===== src/rtl/vga_out.sv =====
// vga_out: free-running 640x480@60 timing generator that sinks one AXI4-Stream pixel per visible clock.
// RGB, syncs and frame-sync all leave through one register stage, so every pin shares the same latency.
module vga_out #(
    parameter int BITS_PER_COLOR_CHANNEL = 4,
    parameter int H_VISIBLE = 640,
    parameter int H_FRONT   = 16,
    parameter int H_SYNC    = 96,
    parameter int H_BACK    = 48,
    parameter int V_VISIBLE = 480,
    parameter int V_FRONT   = 10,
    parameter int V_SYNC    = 2,
    parameter int V_BACK    = 33
) (
    input  logic                              i_Clock,
    input  logic                              i_Reset_n,
    input  logic [15:0]                       s_axis_tdata,
    input  logic                              s_axis_tvalid,
    output logic                              s_axis_tready,
    output logic                              o_mm2s_fsync,
    output logic [BITS_PER_COLOR_CHANNEL-1:0] o_Red,
    output logic [BITS_PER_COLOR_CHANNEL-1:0] o_Green,
    output logic [BITS_PER_COLOR_CHANNEL-1:0] o_Blue,
    output logic                              o_Horizontal_Sync,
    output logic                              o_Vertical_Sync
);
    localparam int K       = BITS_PER_COLOR_CHANNEL;
    localparam int H_TOTAL = H_VISIBLE + H_FRONT + H_SYNC + H_BACK;
    localparam int V_TOTAL = V_VISIBLE + V_FRONT + V_SYNC + V_BACK;
    localparam int HW      = $clog2(H_TOTAL);
    localparam int VW      = $clog2(V_TOTAL);

    localparam logic [HW-1:0] H_VIS_END = HW'(H_VISIBLE);
    localparam logic [HW-1:0] H_LAST    = HW'(H_TOTAL - 1);
    localparam logic [HW-1:0] HS_START  = HW'(H_VISIBLE + H_FRONT);
    localparam logic [HW-1:0] HS_END    = HW'(H_VISIBLE + H_FRONT + H_SYNC);
    localparam logic [VW-1:0] V_VIS_END = VW'(V_VISIBLE);
    localparam logic [VW-1:0] V_LAST    = VW'(V_TOTAL - 1);
    localparam logic [VW-1:0] VS_START  = VW'(V_VISIBLE + V_FRONT);
    localparam logic [VW-1:0] VS_END    = VW'(V_VISIBLE + V_FRONT + V_SYNC);

    function automatic logic [K-1:0] red_of(input logic [15:0] d);
        return d[3*K-1:2*K];
    endfunction

    function automatic logic [K-1:0] green_of(input logic [15:0] d);
        return d[2*K-1:K];
    endfunction

    function automatic logic [K-1:0] blue_of(input logic [15:0] d);
        return d[K-1:0];
    endfunction

    logic [HW-1:0] h_count_p0;
    logic [VW-1:0] v_count_p0;
    logic          vld_p0;

    // Stage p0: raster position and handshake; tready never looks at tvalid.
    assign vld_p0        = (h_count_p0 < H_VIS_END) && (v_count_p0 < V_VIS_END);
    assign s_axis_tready = vld_p0 && i_Reset_n;

    if (3 * K < 16) begin : g_unused
        logic unused_tdata;
        assign unused_tdata = ^s_axis_tdata[15:3*K];
    end

    // Stage p1: registered pins, all derived from the p0 position.
    always_ff @(posedge i_Clock or negedge i_Reset_n) begin
        if (!i_Reset_n) begin
            h_count_p0        <= '0;
            v_count_p0        <= '0;
            o_Red             <= '0;
            o_Green           <= '0;
            o_Blue            <= '0;
            o_Horizontal_Sync <= 1'b1;
            o_Vertical_Sync   <= 1'b1;
            o_mm2s_fsync      <= 1'b0;
        end else begin
            if (h_count_p0 == H_LAST) begin
                h_count_p0 <= '0;
                v_count_p0 <= (v_count_p0 == V_LAST) ? '0 : v_count_p0 + 1'b1;
            end else begin
                h_count_p0 <= h_count_p0 + 1'b1;
            end

            // Underflow and blanking both show black; the raster never stalls.
            if (vld_p0 && s_axis_tvalid) begin
                o_Red   <= red_of(s_axis_tdata);
                o_Green <= green_of(s_axis_tdata);
                o_Blue  <= blue_of(s_axis_tdata);
            end else begin
                o_Red   <= '0;
                o_Green <= '0;
                o_Blue  <= '0;
            end

            o_Horizontal_Sync <= !((h_count_p0 >= HS_START) && (h_count_p0 < HS_END));
            o_Vertical_Sync   <= !((v_count_p0 >= VS_START) && (v_count_p0 < VS_END));
            o_mm2s_fsync      <= (h_count_p0 == '0) && (v_count_p0 == V_VIS_END);
        end
    end
endmodule


===== config.mk =====
export PLATFORM = sky130hd
export DESIGN_NAME = vga_out
export DESIGN_NICKNAME = d
export VERILOG_FILES = /design/src/rtl/vga_out.sv
export SDC_FILE = /design/constraint.sdc
export NUM_CORES = 1
export LEC_CHECK = 0
export CAP_MARGIN = 20
export CORE_MARGIN = 2
export CORE_UTILIZATION = 49
export DETAILED_ROUTE_END_ITERATION = 8
export HOLD_SLACK_MARGIN = 0.06
export PLACE_DENSITY_LB_ADDON = 0.3
export SLEW_MARGIN = 20
export SYNTH_ARGS = -nofsm -noshare
export SYNTH_HDL_FRONTEND = slang
export SYNTH_SLANG_ARGS = --single-unit

===== constraint.sdc =====
create_clock -name i_Clock -period 4.2 [get_ports i_Clock]
set_input_delay 1.05 -clock i_Clock [delete_from_list [all_inputs] [get_ports i_Clock]]
set_output_delay 1.05 -clock i_Clock [all_outputs]
set_load 0.01 [all_outputs]

### Yosys cells after proc, flatten, opt, wreduce, memory -nomap -nowiden

Cells that the tools add are included.

* bits in registers: 35
* bits of input ports: 19
* output and inout bits: 16

* $add $sub $neg: 2
* $lt $le $gt $ge: 6
* equality and inequality tests: 3
* muxes and demuxes: 5
* reduce and logical (&&, ||, !) cells: 9

Operator list (number)
* adder 10 x 1 -> 10 bit, second input constant: 2
* == test 10 bit, second input constant: 2
* < comparator 10 bit, second input constant: 2
* < comparator 10 x 9 -> 1 bit, second input constant: 2
* 2-to-1 mux 10 bit: 2
* 2-to-1 mux 4 bit: 3
* == test 10 x 9 -> 1 bit, second input constant: 1
* greater-or-equal comparator 10 bit, second input constant: 1
* greater-or-equal comparator 10 x 9 -> 1 bit, second input constant: 1
* logical NOT 10 bit: 1
* logical AND 1 bit: 6
* logical NOT 1 bit: 2

### Longest topological paths before layout

* depth in word-level cells: 4
* gate-level depth with buffers: 6

### Worst setup path after synthesis

OpenSTA, ideal clock, no wires.

* path type: reg2out
* start: reg v_count_p0[5]
* end: out s_axis_tready
* arrival: 1.271 ns
* required time: 3.150 ns
* path slack: 1.879 ns
* stages on the path, launching flop included: 6
* path buffers: 1
* path through: dfrtp_1 -> and3_1 -> nand2_1 -> and3b_1 -> clkbuf_1 -> and2_1

* longest elaborated chain between the ends: 3

Ends and longest elaborated chain
* start, declared: RTL line 54 `logic [VW-1:0] v_count_p0;`
* start signal, assigned: RTL line 80 `v_count_p0 <= (v_count_p0 == V_LAST) ? '0 : v_count_p0 + 1'b1;`
* < comparator 10 x 9 -> 1 bit: RTL line 58 `assign vld_p0 = (h_count_p0 < H_VIS_END) && (v_count_p0 < V_VIS_END);`
* logical AND 1 bit: RTL line 58
* logical AND 1 bit: RTL line 59 `assign s_axis_tready = vld_p0 && i_Reset_n;`
* end, declared: RTL line 18 `output logic s_axis_tready,`

Every way passes these cells.

### Worst setup path in the final report

Ends and elaborated chain as after synthesis.

==> flow_metrics.py <==
metrics = {
    "die": {
        "die_y_um": 59.4,
        "die_area_um2": 3530,
        "die_w_um": 59.4,
        "io_pins": 35,
        "core_um2": 2980,
        "start_util_pct": 50.5,
        "fp-row-count": 20,
    },
    "placement": {
        "place_area_um2": 1840,
        "place.gp.congestion": 0.825,
        "dp_cells": 199,
        "dp_hpwl_um": 2010,
        "io_buffer_count": 30,
        "dp_slack_ns": 0.954,
    },
    "clock_network": {
        "clk_latency_ns": 0.34,
        "hold_buffers": 0,
        "cts.sinks": 35,
        "postCtsSetupRepairBufs": 0,
        "cts-root-buf": "clkbuf_4",
        "clockBufferDepth": 2,
        "clkTransAtPathRegs_ns": 0.09,
        "cts_resized": 0,
        "h-tree-depth": 2,
        "cts_tree": "yes",
        "numCtsBuffers": 5,
    },
    "timing": {
        "setup_viol": 0,
        "clock.fmax_mhz": 308,
        "rsz0062_at_grt": "false",
        "fin_worst_skew_ns": 0.00647,
        "setup_slack_ns": 0.956,
        "fin_crit_sh_pct": 77.2,
        "final_hold_viol_count": 0,
        "maxSlewViolCount": 0,
        "hold_ws_ns": 0.506,
        "min_period_ns": 3.24,
        "maxSlewHeadroom_pct": 46.4,
        "finalSetupTns_ns": 0,
        "tightest_slew_ns": 0.798,
    },
    "critical_path": {
        "path_cells": "and3_1, nand2_1, and3b_1, and2_1, clkdlybuf4s50_1",
        "crit_fanout": 13,
        "crit_type": "flip-flop to output pin",
        "start_kind": "flip-flop",
        "crit_buf_inv": 1,
        "cp.arrival_ns": 2.19,
        "cpMaxStageDelayCell": "clkdlybuf4s50_1",
        "crit_path_end_kind": "output pin",
        "crit_required_ns": 3.15,
        "critical_path.max_stage_delay_ns": 0.54,
        "path_delay_family": "simple AND/OR/NAND/NOR gates",
    },
    "global_routing": {
        "antenna_found_initial": 0,
        "grt_pass1_vias": 1113,
        "gr-usage-all-layers_pct": 19.4,
        "grt_pass1_wl_um": 4920,
        "grt_max_degree": 36,
        "grt_overflow_total": 0,
    },
    "finish": {
        "drive_gt1_share_pct": 5.75,
        "final_cell_area_um2": 1890,
        "fin_cells": 207,
        "fillers": 258,
        "layout.nets": 196,
        "diodes": 0,
        "area_growth_pct": 25.4,
        "final_core_util_pct": 63.4,
    },
    "logic_synthesis": {
        "async_flop_share_pct": 100,
        "synth_top_cell_by_area": "dfrtp_1",
        "synth_seq_cells": 35,
        "synthTopCellsByCount": "33 x dfrtp_1, 16 x and3_1, 13 x nand3_1",
        "ys_seq_area_share_pct": 58.4,
        "ys_types": 27,
        "synth_flop_cell": "dfrtp_1",
        "yosys_warnings": 0,
        "postSynthCellCount": 139,
        "synth-edff-count": 0,
        "avgSynthCellArea_um2": 10.8,
        "synth_top_area_share_pct": 54.9,
        "synth_most_common_cell": "dfrtp_1",
        "synth_nets": 162,
        "synth.area.top_cells": "dfrtp_1 55%, and3_1 6.7%, nand3_1 4.3%, xnor2_1 4.1%, dfstp_2 3.5%",
        "synth_area_um2": 1510,
    },
    "min_path": {
        "hold_class": "flip-flop to flip-flop",
    },
    "routing": {
        "ant_nets": 0,
        "vias": 1120,
        "wl_per_cell_um": 13.6,
        "drcViolationCount": 0,
        "drtIter0Drc": 23,
        "drt_wl_total_um": 2820,
        "drt_first_pass_iters": 4,
        "routed_via_density": 5.41,
    },
    "power": {
        "power.density_nw_per_um2": 294,
        "total_power_mw": 0.555,
        "peakVddDrop_uv": 226,
        "leakage_nw": 0.872,
    },
    "status": {
        "outcome": "complete, no violations",
    },
    "flow_run": {
        "drv_cap": 0,
    },
}
layout by cell type, fill, tap and decap left out, types with 2 or more instances in the layout:
cell type and instances:
a21oi_1 2, and3_1 16, clkbuf_1 2, clkbuf_4 5, clkdlybuf4s50_1 30, dfrtp_1 33
dfstp_2 2, ha_1 4, inv_1 6, nand2_1 7, nand3_1 13, nand4_1 2
nor2_1 10, nor3_1 6, nor4_1 6, o21ai_0 4, o31ai_1 2, xnor2_1 7
xor2_1 6
state kept, by name, indices dropped and copies added, names as in the netlist:
name	cells
h_count_p0	10
v_count_p0	10
o_Horizontal_Sync	1
o_Red	4
o_mm2s_fsync	1
o_Vertical_Sync	1
o_Blue	4
o_Green	4
power breakdown:
part           total, mW  switching, mW  leakage (nW)  internal [mW]
Clock              0.170          0.105        0.0293         0.0652
Sequential         0.344        0.00134         0.455          0.343
Combinational     0.0413         0.0158         0.388         0.0255
Total              0.555          0.122         0.872          0.433
final cells by class:
| class | instances | area (µm²) | share of cell area, % |
|---|---|---|---|
| tap | 33 | 41.3 | 2.19 |
| sequential | 35 | 878 | 46.5 |
| multi-input combinational | 94 | 588 | 31.1 |
| clock inverter | 1 | 5.00 | 0.265 |
| clock buffer | 7 | 45.0 | 2.39 |
| inverter | 6 | 22.5 | 1.19 |
| timing repair buffer | 31 | 308 | 16.3 |
final timing paths:
path,start,endpoint,slack [ns],depth (start not counted)
setup / recovery,v_count_p0[5],s_axis_tready,0.96,5
hold / removal,v_count_p0[7],v_count_p0[7],0.51,1
setup reg to reg,h_count_p0[0],v_count_p0[9],2.06,5
hold reg to reg,v_count_p0[7],v_count_p0[7],0.51,1
max in group asynchronous,i_Reset_n,o_Vertical_Sync,2.74,2
min in group asynchronous,i_Reset_n,o_Red[3],1.12,2
worst register-to-register path, stage by stage, from the launching register on:
cell	delay (ns)
dfrtp_1	0.43
ha_1	0.23
nand4_1	0.28
or3_4	0.50
or4_1	0.48
a21oi_1	0.15
kinds of logic after synthesis:
group / share of synthesized area [%]
adders and majority gates: 3.33
AOI/OAI and AO/OA: 3.91
buffers and inverters: 2.58
and+or+nand+nor: 24.3
xor gates and xnor gates: 7.56
DFF: 58.4
layer usage:
layer / track usage (%) / up-vias / share of wire [%]
met5: 0 / - / 0
met4: 8.77 / 0 / 2.1
met3: 7.64 / 6 / 7.6
met2: 31.7 / 36 / 44
met1: 22.3 / 522 / 46
li1: - / 556 / -
No activity file was read; power rests on OpenSTA's default activity.
